### src/rtl/alu_issue_ctrl.sv
// Credit-gated command/response feeder for a pipelined ALU; accept->issue 1 cycle, issue->rsp_valid_o ALU_LAT+1 cycles.
// Backpressure: cmd_ready_o drops on a full command FIFO; issue stalls once in-flight plus pending responses fill the response FIFO.

module alu_issue_fifo #(
   parameter int W     = 8,
   parameter int DEPTH = 4,
   parameter int AW    = $clog2(DEPTH)
) (
   input  logic         clk,
   input  logic         rst_n,
   input  logic         push,
   input  logic [W-1:0] wdat,
   input  logic         pop,
   output logic [W-1:0] rdat,
   output logic [AW:0]  count
);
   logic [W-1:0]  mem [DEPTH];
   logic [AW-1:0] wptr;
   logic [AW-1:0] rptr;

   always_ff @(posedge clk or negedge rst_n) begin
      if (!rst_n) begin
         wptr  <= '0;
         rptr  <= '0;
         count <= '0;
      end else begin
         if (push) wptr <= wptr + 1'b1;
         if (pop)  rptr <= rptr + 1'b1;
         if (push && !pop)      count <= count + 1'b1;
         else if (pop && !push) count <= count - 1'b1;
      end
   end

   always_ff @(posedge clk) begin
      if (push) mem[wptr] <= wdat;
   end

   // Storage is not reset, so the head is forced to zero while empty.
   assign rdat = (count != '0) ? mem[rptr] : '0;
endmodule

module alu_issue_ctrl #(
   parameter int WIDTH     = 8,
   parameter int OP_W      = 2,
   parameter int CMD_DEPTH = 4,
   parameter int RSP_DEPTH = 4,
   parameter int ALU_LAT   = 1
) (
   input  logic             clk,
   input  logic             rst_n,
   input  logic             cmd_valid_i,
   output logic             cmd_ready_o,
   input  logic [WIDTH-1:0] cmd_a_i,
   input  logic [WIDTH-1:0] cmd_b_i,
   input  logic [OP_W-1:0]  cmd_op_i,
   output logic [WIDTH-1:0] alu_a_o,
   output logic [WIDTH-1:0] alu_b_o,
   output logic [OP_W-1:0]  alu_op_o,
   input  logic [WIDTH-1:0] alu_result_i,
   output logic             rsp_valid_o,
   input  logic             rsp_ready_i,
   output logic [WIDTH-1:0] rsp_result_o,
   output logic [OP_W-1:0]  rsp_op_o,
   output logic             busy_o
);
   localparam int CW = $clog2(CMD_DEPTH) + 1;
   localparam int RW = $clog2(RSP_DEPTH) + 1;
   localparam int SW = RW + $clog2(ALU_LAT + 1) + 1;

   typedef struct packed {
      logic [OP_W-1:0]  op;
      logic [WIDTH-1:0] a;
      logic [WIDTH-1:0] b;
   } cmd_t;

   typedef struct packed {
      logic [OP_W-1:0]  op;
      logic [WIDTH-1:0] result;
   } rsp_t;

   logic               run_q;
   cmd_t               cmd_wdat;
   cmd_t               cmd_head;
   logic [CW-1:0]      cmd_count;
   logic               cmd_push;
   logic               issue;
   rsp_t               rsp_wdat;
   rsp_t               rsp_head;
   logic [RW-1:0]      rsp_count;
   logic               rsp_pop;
   logic               cap_vld;
   logic [ALU_LAT-1:0] pipe_vld;
   logic [OP_W-1:0]    pipe_op [ALU_LAT];
   logic [SW-1:0]      inflight;

   // Holds off command acceptance until the first clock after reset release.
   always_ff @(posedge clk or negedge rst_n) begin
      if (!rst_n) run_q <= 1'b0;
      else        run_q <= 1'b1;
   end

   assign cmd_ready_o = run_q && (cmd_count != CW'(CMD_DEPTH));
   assign cmd_push    = cmd_valid_i && cmd_ready_o;
   assign cmd_wdat    = '{op: cmd_op_i, a: cmd_a_i, b: cmd_b_i};

   alu_issue_fifo #(
      .W     ($bits(cmd_t)),
      .DEPTH (CMD_DEPTH)
   ) u_cmd_fifo (
      .clk   (clk),
      .rst_n (rst_n),
      .push  (cmd_push),
      .wdat  (cmd_wdat),
      .pop   (issue),
      .rdat  (cmd_head),
      .count (cmd_count)
   );

   // Every in-flight op owns a response slot, so capture can never overflow.
   assign inflight = SW'($countones(pipe_vld));
   assign issue    = (cmd_count != '0) && ((inflight + SW'(rsp_count)) < SW'(RSP_DEPTH));

   always_ff @(posedge clk or negedge rst_n) begin
      if (!rst_n) begin
         pipe_vld <= '0;
         for (int i = 0; i < ALU_LAT; i++) pipe_op[i] <= '0;
         alu_a_o  <= '0;
         alu_b_o  <= '0;
         alu_op_o <= '0;
      end else begin
         pipe_vld[0] <= issue;
         pipe_op[0]  <= cmd_head.op;
         for (int i = 1; i < ALU_LAT; i++) begin
            pipe_vld[i] <= pipe_vld[i-1];
            pipe_op[i]  <= pipe_op[i-1];
         end
         if (issue) begin
            alu_a_o  <= cmd_head.a;
            alu_b_o  <= cmd_head.b;
            alu_op_o <= cmd_head.op;
         end
      end
   end

   assign cap_vld  = pipe_vld[ALU_LAT-1];
   assign rsp_wdat = '{op: pipe_op[ALU_LAT-1], result: alu_result_i};

   alu_issue_fifo #(
      .W     ($bits(rsp_t)),
      .DEPTH (RSP_DEPTH)
   ) u_rsp_fifo (
      .clk   (clk),
      .rst_n (rst_n),
      .push  (cap_vld),
      .wdat  (rsp_wdat),
      .pop   (rsp_pop),
      .rdat  (rsp_head),
      .count (rsp_count)
   );

   assign rsp_valid_o  = (rsp_count != '0);
   assign rsp_pop      = rsp_valid_o && rsp_ready_i;
   assign rsp_result_o = rsp_head.result;
   assign rsp_op_o     = rsp_head.op;
   assign busy_o       = (cmd_count != '0) || (inflight != '0) || (rsp_count != '0);

   a_no_rsp_overflow: assert property (@(posedge clk) disable iff (!rst_n)
      cap_vld |-> (rsp_count != RW'(RSP_DEPTH)));
endmodule

### config.mk
export PLATFORM = sky130hd
export DESIGN_NAME = alu_issue_ctrl
export DESIGN_NICKNAME = d
export VERILOG_FILES = /design/src/rtl/alu_issue_ctrl.sv
export SDC_FILE = /design/constraint.sdc
export NUM_CORES = 1
export LEC_CHECK = 0
export ABC_AREA = 0
export BUFFER_PORTS_ARGS = -buffer_cell sky130_fd_sc_hd__buf_2
export CELL_PAD_IN_SITES_DETAIL_PLACEMENT = 1
export CELL_PAD_IN_SITES_GLOBAL_PLACEMENT = 1
export CORE_UTILIZATION = 54
export CTS_CLUSTER_SIZE = 8
export DETAILED_ROUTE_END_ITERATION = 8
export PLACE_DENSITY_LB_ADDON = 0.1
export SLEW_MARGIN = 20
export SYNTH_ARGS = -nofsm -noshare
export SYNTH_HDL_FRONTEND = slang
export SYNTH_SLANG_ARGS = --single-unit
### constraint.sdc
create_clock -name clk -period 5.6 [get_ports clk]
set_clock_uncertainty 0.1 [all_clocks]
set_input_delay 0.84 -clock clk [delete_from_list [all_inputs] [get_ports clk]]
set_output_delay 0.84 -clock clk [all_outputs]
set_load 0.005 [all_outputs]
-- Word level (Yosys, flattened, before mapping)
Memories as Yosys holds them, arrays and structs flattened.
Cells that the tools add are included.
Widths: inputs -> output; s select.
- memories kept: 2
- word-level logic and storage cells: 53
- input port bits: 30
- RAM bits: 112
- output and inout bits: 31
- register bits: 36
- memory list (name ; depth ; width ; rd ports ; clocked after memory_dff ; wr ports ; RTL line ; text):
    u_cmd_fifo.mem ; 4 ; 18 ; 1 ; 0 ; 1 ; 17 ; logic [W-1:0] mem [DEPTH];
    u_rsp_fifo.mem ; 4 ; 10 ; 1 ; 0 ; 1 ; 17 ;
- $lt $le $gt $ge: 1
- add/sub/neg operators: 9
- equal/unequal tests: 1
- reduce and logical (&&, ||, !) cells: 18
- multiplexer cells: 10
- operator list (operator ; count):
    $mux 18 ; 1
    $mux 3 ; 4
    $mux 10 ; 1
    $add 2x1->2 const B ; 4
    $logic_and 1x1->1 ; 8
    $add 3x1->3 const B ; 2
    $reduce_bool 3->1 ; 2
    $sub 3x1->3 const B ; 2
    $add 1x3->4 ; 1
    $logic_not 1->1 ; 4
    $lt 4x3->1 const B ; 1
    $mux 1 ; 4
    $reduce_bool 2->1 ; 2
    $ne 3x3->1 const B ; 1
    $logic_or 1x1->1 ; 2

-- Depth between registers and ports, before layout
Gate-level depths: netlist (run 1).
- word-level depth: 7
- depth in mapped cells: 10
- gate-level depth less buffers: 8

-- By module
A second synthesis (run 1) with hierarchy kept.
- cell total of the unflattened synthesis: 293
- area, all modules: 5928.2 um2
- by module, submodules not included (module ; area an instance (um2) ; sequential area each (um2) ; instances ; cells each):
    alu_issue_fifo at u_cmd_fifo ; 3123.0 ; 2337.2 ; 1 ; 146
    alu_issue_fifo at u_rsp_fifo ; 1901.8 ; 1376.3 ; 1 ; 95
    alu_issue_ctrl ; 903.4 ; 550.5 ; 1 ; 52

-- Worst setup path after synthesis (run 1)
No wires, ideal clock.
- kind: input-to-reg
- start: in cmd_valid_i
- end: reg u_cmd_fifo.count[2]
- data arrival time: 2.058 ns
- path buffers: 0
- cell stages on the path: 7
- slack: 3.362 ns
- required time: 5.420 ns
- setup time: 0.080 ns
- cells stage by stage: o311a_1 ha_1 inv_1 fa_1 xor2_1 nor2_1 xnor2_1
- word-level cells in the longest chain between the ends: 4
- elaborated cells on any way between the ends: 6
- classes of those cells: mux (1); reduce/logical (5)
- RTL lines (element ; RTL line ; text):
    start: declaration ; 51 ; input logic cmd_valid_i,
    $logic_and 1x1->1 (*) ; 103 ; assign cmd_push = cmd_valid_i && cmd_ready_o;
    $logic_not 1->1 ; 30 ; else if (pop && !push) count <= count - 1'b1;
    $logic_and 1x1->1 ; 30 ;
    $reduce_bool 2->1 (no line) ; - ;
    end signal: assignment ; 29 ; if (push && !pop) count <= count + 1'b1;
    end signal: assignment ; 30 ;
    end: declaration ; 15 ; output logic [AW:0] count
Mark *: on every way between the ends. The rest lies on a longest branch, timed or not.
A chain may end at the register's enable or synchronous reset.

-- Worst setup path after layout (run 1)
- start: reg u_rsp_fifo.rptr[0]
- end: out rsp_op_o[0]
- word-level cells in the longest chain between the ends: 2
- RTL lines (element ; RTL line ; text):
    start: declaration ; 19 ; logic [AW-1:0] rptr;
    start signal: assignment ; 28 ; if (pop) rptr <= rptr + 1'b1;
    $mem_v2 4x10 ; - ;
    $mux 10 ; 39 ; assign rdat = (count != '0) ? mem[rptr] : '0;
    end: declaration ; 63 ; output logic [OP_W-1:0] rsp_op_o,
Every way passes these cells.

==> metrics.txt, run 1 <==
outcome finished clean; leak pwr 0.00249 µW; Worst EP arrival 2.18 ns; clock-pin transition on the worst setup and hold timing paths 0.06 ns; count of cell types in the netlist 30; Compound-Gate Fraction of Synth Area 0.631%; final period demand of the worst path 3.12 ns; Layout Area Growth over Synthesis 17.1%; setup TNS 0 ns; proportion of synthesized chip area in sequential cells 74.2%; cells resized by post-CTS repair 0; antenna violations before repair 0; worst slack after detailed placement 2.76 ns; cell type contributing the most total cell area after synthesis sky130_fd_sc_hd__edfxtp_1; master cell of the clock root buffer sky130_fd_sc_hd__clkbuf_8; worst hold path class input port to asynchronous set/reset pin; count of antenna-violating nets left after detailed routing 0; Num Clock Sinks 148; Port Buffers 60; xor-xnor portion of the synthesized cell area 1.83%; Reg area 4260 µm²; endpoint class of the critical path output port; Seq cells post-synth 148; top cells by area, synth sky130_fd_sc_hd__edfxtp_1 (59%), sky130_fd_sc_hd__dfrtp_1 (16%), sky130_fd_sc_hd__mux4_2 (11%), sky130_fd_sc_hd__mux2_2 (3.3%), sky130_fd_sc_hd__ha_1 (2.2%); die width 105 µm; proportion of layout cells with a drive suffix above 1 40.1%; H-tree lvl count 4; antenna cells 0; full die area 11100 µm²; post-synthesis adder-cell area fraction 2.87%; setup repair after global routing missed its margin false; number of standard cells after synthesis 274; GRT Overall Usage 20.9%; num ports 61; required time reported for the critical path endpoint 4.66 ns; Detail Placement HPWL 6510 µm; DR WL/cell 20.7 µm; WL final 10200 µm; fillers 863; global-route wire length before repair 16300 µm; buffers inserted by post-CTS timing repair 0; vias in the first global route 3013; average footprint of a synthesized cell 21.0 µm²; number of vias per cell 5.48; hold violation count in the final report 0; TritonCTS clock tree yes; Finish-stage setup viols 0; Worst Slack Setup Final 2.48 ns; upper clock frequency limit 0.320 GHz; ratio of total power to cell area 569 nW/µm²; Final period util 55.8%; count of max-cap constraint violations 0; total number of nets in the final design 386; Std-Cell Rows 37; area fraction in and, or, nand and nor cells after synthesis 3.22%; remaining design rule violation count 0; Syn Std Cell Area 5750 µm²; Starting Density 55.7%; dominant combinational cell family by area after synthesis multiplexers; initial detailed-routing violation count 102; count of hold buffers inserted by post-cts repair 0; total number of yosys warnings 0; total overflow reported by the global router 0; total via count in the routed design 2700; multi-input gate area in the final layout 1380 µm²; Synth top area share 58.5%; maximum fanout along the worst path 12; RD Place Congestion 0.676; startpoint class of the critical path flip-flop; largest net degree at the start of global routing 37; Core Area 10300 µm²; crit path kind flip-flop to output port; Synthesized Nets 316; transition at the pin with the smallest max-transition slack 1.00 ns; number of detailed-routing iterations run before antenna repair 4; number of buffers between clock root and the deepest sink 2; worst hold margin 0.331 ns; CTS buffer count 17; worst IR drop on VDD 262 µV; Max-slew headroom 33.3%; multiplexer share of the synthesized area 15.3%; Final Slew Violations 0; insertion delay to the later sink of the worst-skew pair 0.52 ns; Die Ht 105 µm
## cell usage in the layout, fill, tap and decap left out, drive strengths merged
cell	count
edfxtp	112
buf	61
dfrtp	36
mux4	28
mux2	21
clkbuf	19
and2	18
ha	10
inv	10
xnor2	8
clkinv	5
xor2	4
bufinv	3
clkinvlp	3
nand2	2
nor2	2
fa	2
and2b	2
or3	1
nor3	1
o311a	1
a31oi	1
nand2b	1
o31a	1
or3b	1
nand3b	1
nand3	1
o21ai	1
conb	1
## cell type report
type / instances / area share (%)
Sequential cell: 148 / 63.4
Timing Repair Buffer: 61 / 4.57
Clock buffer: 19 / 6.27
Clock inverter: 13 / 2.34
Inverter: 8 / 0.446
Tap cell: 136 / 2.53
Multi-Input combinational cell: 108 / 20.5
## stage by stage
step                power (µW)  instance area (µm²)  cells  utilization (%)
floorplan                 2430                 5750    274                -
global placement          2700                 6150    461             59.6
detailed placement        2760                 6150    461             59.6
CTS                       3880                 6730    493             65.2
global route              4020                 6730    493             65.2
finish                    3830                 6730    493             65.2
## worst paths after layout
| path | from | to | slack [ns] | cells past startpoint |
|---|---|---|---|---|
| min reg2reg | pipe_op[0] | u_rsp_fifo.mem[3][8] | 0.41 | 0 |
| max | u_rsp_fifo.rptr[0] | rsp_op_o[0] | 2.48 | 3 |
| max in group asynchronous | rst_n | u_cmd_fifo.rptr[0] | 4.52 | 1 |
| min in group clk | pipe_op[0] | u_rsp_fifo.mem[3][8] | 0.41 | 0 |
| max reg2reg | u_cmd_fifo.count[1] | u_cmd_fifo.count[2] | 2.78 | 8 |
| min | rst_n | alu_a_o[5] | 0.33 | 1 |
## power by group
part | total [µW] | switching (µW) | internal, µW
combinational | 1030 | 439 | 591
sequential | 1700 | 226 | 1470
clock | 1100 | 423 | 677
## cell families (layout without fill, tap and decap cells)
kind of cell / Yosys count / after routing
fa+ha+maj: 12 / 12
buf+inv: 18 / 101
mux: 49 / 49
other cells: 1 / 1
xor+xnor: 12 / 12
simple gates: 30 / 30
flops: 148 / 148
compound gates: 4 / 4
## per-layer routing
metal  wire length (µm)  vias to the layer above  part of all wire [%]  track usage, %
met3                311                       16                   3.0            5.18
met2               5560                       64                    54            36.3
li1                   -                     1197                     -               -
met4                172                        0                   1.7            9.46
met1               4180                     1423                    41            24.6
met5                  0                        -                     0               0
## flip-flops by register name, indices dropped and copies added, names as in the netlist
signal / flops
u_cmd_fifo.rptr: 2
u_rsp_fifo.mem: 40
pipe_op: 2
alu_a_o: 8
u_rsp_fifo.rptr: 2
u_cmd_fifo.count: 3
alu_b_o: 8
run_q: 1
u_cmd_fifo.wptr: 2
cap_vld: 1
alu_op_o: 2
u_rsp_fifo.count: 3
u_cmd_fifo.mem: 72
u_rsp_fifo.wptr: 2
## critical path: stages (launching register included)
cell                      delay, ns
sky130_fd_sc_hd__dfrtp_1       0.79
sky130_fd_sc_hd__mux4_2        0.59
sky130_fd_sc_hd__and2_1        0.17
sky130_fd_sc_hd__buf_2         0.12
## synth_stat cells (all sizes together)
cell / n
a31oi: 1
and2: 18
and2b: 2
buf: 9
clkbuf: 1
conb: 1
dfrtp: 36
edfxtp: 112
fa: 2
ha: 10
inv: 8
mux2: 21
mux4: 28
nand2: 2
nand2b: 1
nand3: 1
nand3b: 1
nor2: 2
nor3: 1
o21ai: 1
o311a: 1
o31a: 1
or3: 1
or3b: 1
xnor2: 8
xor2: 4
Power figures use the tool's default switching activity.
==> inputs of run 2 (changes only) <==
Settings changed: CORE_UTILIZATION 54 to 46.
Clock period 5.6 ns to 2.7 ns, I/O delays scaled along.
==> run 2 against run 1 <==
  * Via count decreased by 2.6%
  * Sequential cell count unchanged
  * Critical path depth increased by 1
  * Power increased by 110%
  * Hold slack got worse by 0.32 ns
  * Clock power increased by 110%
  * Sequential power increased by 96%
  * First-iteration DRC count increased by 54%
  * Combinational power increased by 130%
  * Final cell count increased by 8.1%
  * Setup slack got worse by 2.3 ns
  * Largest power group unchanged
==> metrics.txt, run 2 (same netlist as run 1, synthesis figures left out) <==
outcome finished clean; buffers inserted by post-CTS timing repair 0; Num Clock Sinks 148; cells resized by post-CTS repair 0; switching fraction of total power 27.5%; Final period util 93.1%; Finish-stage setup viols 0; remaining design rule violation count 0; total overflow reported by the global router 0; total via count in the routed design 2630; full die area 12900 µm²; antenna violations before repair 0; Worst path top cell family by delay simple AND/OR/NAND/NOR gates; ratio of total power to cell area 1170 nW/µm²; startpoint class of the critical path flip-flop; Starting Density 47.5%; number of buffer and inverter stages on the critical path 2; number of detailed-routing iterations run before antenna repair 4; registers with the most flip-flops u_cmd_fifo.mem x72, u_rsp_fifo.mem x40; leak pwr 0.00253 µW; count of antenna-violating nets left after detailed routing 0; global-route wire length before repair 15600 µm; worst stage delay on the critical path 0.44 ns; clock-pin transition on the worst setup and hold timing paths 0.06 ns; cell at the slowest stage of the critical path sky130_fd_sc_hd__or3b_2; Layout Area Growth over Synthesis 19.2%; Power Internal 5800 µW; final design utilization 56.6%; antenna cells 0; switching power 2200 µW; Core Area 12100 µm²; vias in the first global route 2877; most common cell after layout, fill and taps aside sky130_fd_sc_hd__edfxtp_1; CTS buffer count 17; Worst EP arrival 2.01 ns; die width 114 µm; share of total power in sequential cells 41.6%; most used cells in the layout excluding fill and tap cells sky130_fd_sc_hd__edfxtp_1 (112), sky130_fd_sc_hd__buf_2 (60), sky130_fd_sc_hd__dfrtp_1 (36); required time reported for the critical path endpoint 2.19 ns; insertion delay to the later sink of the worst-skew pair 0.41 ns; sequence of cells on the critical path or3_1, buf_4, or3b_2, buf_2; largest net degree at the start of global routing 37; proportion of layout cells with a drive suffix above 1 42.2%; crit path kind flip-flop to output port; Max-slew headroom 36.4%; WL final 9690 µm; worst reg2reg path startpoint u_rsp_fifo.count[0]; count of hold buffers inserted by post-cts repair 0; RD Place Congestion 0.636; Die Ht 114 µm; Final Slew Violations 0; DR WL/cell 18.2 µm; clock share of power 29.3%; total number of nets in the final design 394; Port Buffers 60; TritonCTS clock tree yes; Std-Cell Rows 40; setup TNS 0 ns; initial detailed-routing violation count 157; flip-flop count of the largest register after layout 72; master cell of the clock root buffer sky130_fd_sc_hd__clkbuf_16; upper clock frequency limit 0.398 GHz; number of buffers between clock root and the deepest sink 2; worst IR drop on VDD 487 µV; Detail Placement HPWL 6130 µm; setup repair after global routing missed its margin false; H-tree lvl count 4; maximum fanout along the worst path 13; final period demand of the worst path 2.51 ns; transition at the pin with the smallest max-transition slack 0.954 ns; count of max-cap constraint violations 0; GRT Overall Usage 16.9%; endpoint class of the critical path output port; worst hold path class input port to asynchronous set/reset pin; hold violation count in the final report 0; num ports 61; number of vias per cell 4.93; start point of the critical path u_rsp_fifo.count[0]; most flop-heavy register u_cmd_fifo.mem; proportion of power drawn by combinational gates 29.0%
run 2: cell type report:
| type | count | area (µm²) |
|---|---|---|
| Clock buffer | 18 | 439 |
| Clock inverter | 14 | 161 |
| Fill cell | 1109 | 5260 |
| Inverter | 8 | 30.0 |
| Multi-Input combinational cell | 108 | 1380 |
| Sequential cell | 148 | 4260 |
| Tap cell | 168 | 210 |
| Timing Repair Buffer | 69 | 368 |
run 2: worst paths after layout:
check / endpoint / slack [ns] / cells after the start
min in group clk: u_cmd_fifo.mem[1][11] / 0.10 / 1
hold / removal: u_rsp_fifo.count[2] / 0.02 / 1
setup / recovery: busy_o / 0.19 / 4
hold reg to reg: u_rsp_fifo.mem[1][9] / 0.39 / 0
setup reg to reg: u_rsp_fifo.count[2] / 0.49 / 8
max in group asynchronous: alu_b_o[1] / 1.93 / 1
run 2: stage by stage:
| stage | instance area (µm²) | cells | power, µW | hold slack, ns | setup WS [ns] |
|---|---|---|---|---|---|
| global route | 6850 | 533 | 8460 | 0.0928 | 0.0919 |
| CTS | 6850 | 533 | 8160 | 0.0467 | 0.139 |
| detailed placement | 6250 | 501 | 5780 | 0.386 | 0.461 |
| finish | 6850 | 533 | 8010 | 0.0157 | 0.186 |
| global placement | 6250 | 501 | 5700 | 0.372 | 0.523 |
| floorplan | 5750 | 274 | 5040 | 0.00941 | 0.529 |
run 2: worst reg2reg max path, stage by stage (launching register included):
cell and delay, ns:
sky130_fd_sc_hd__dfrtp_1 0.43, sky130_fd_sc_hd__or3_1 0.39, sky130_fd_sc_hd__nand2_1 0.12, sky130_fd_sc_hd__ha_1 0.19, sky130_fd_sc_hd__inv_1 0.07, sky130_fd_sc_hd__fa_1 0.43
sky130_fd_sc_hd__xor2_1 0.15, sky130_fd_sc_hd__nor2_1 0.11, sky130_fd_sc_hd__xor2_1 0.15
run 2: layer usage:
layer	track usage [%]	vias to the layer above	wire, µm	share of wire [%]
met1	20.3	1348	4030	42
met5	0	-	0	0
met4	7.79	0	125	1.3
met2	28.5	55	5140	53
li1	-	1216	-	-
met3	4.73	11	393	4.1
run 2: power by group through the flow:
stage | clock network [µW] | registers [µW] | logic (µW)
2_1_floorplan | 0 | 3300 | 1740
3_5_place_dp | 0 | 3390 | 2400
4_1_cts | 2390 | 3350 | 2410
3_3_place_gp | 0 | 3360 | 2340
6_report | 2350 | 3330 | 2330
5_1_grt | 2460 | 3410 | 2590
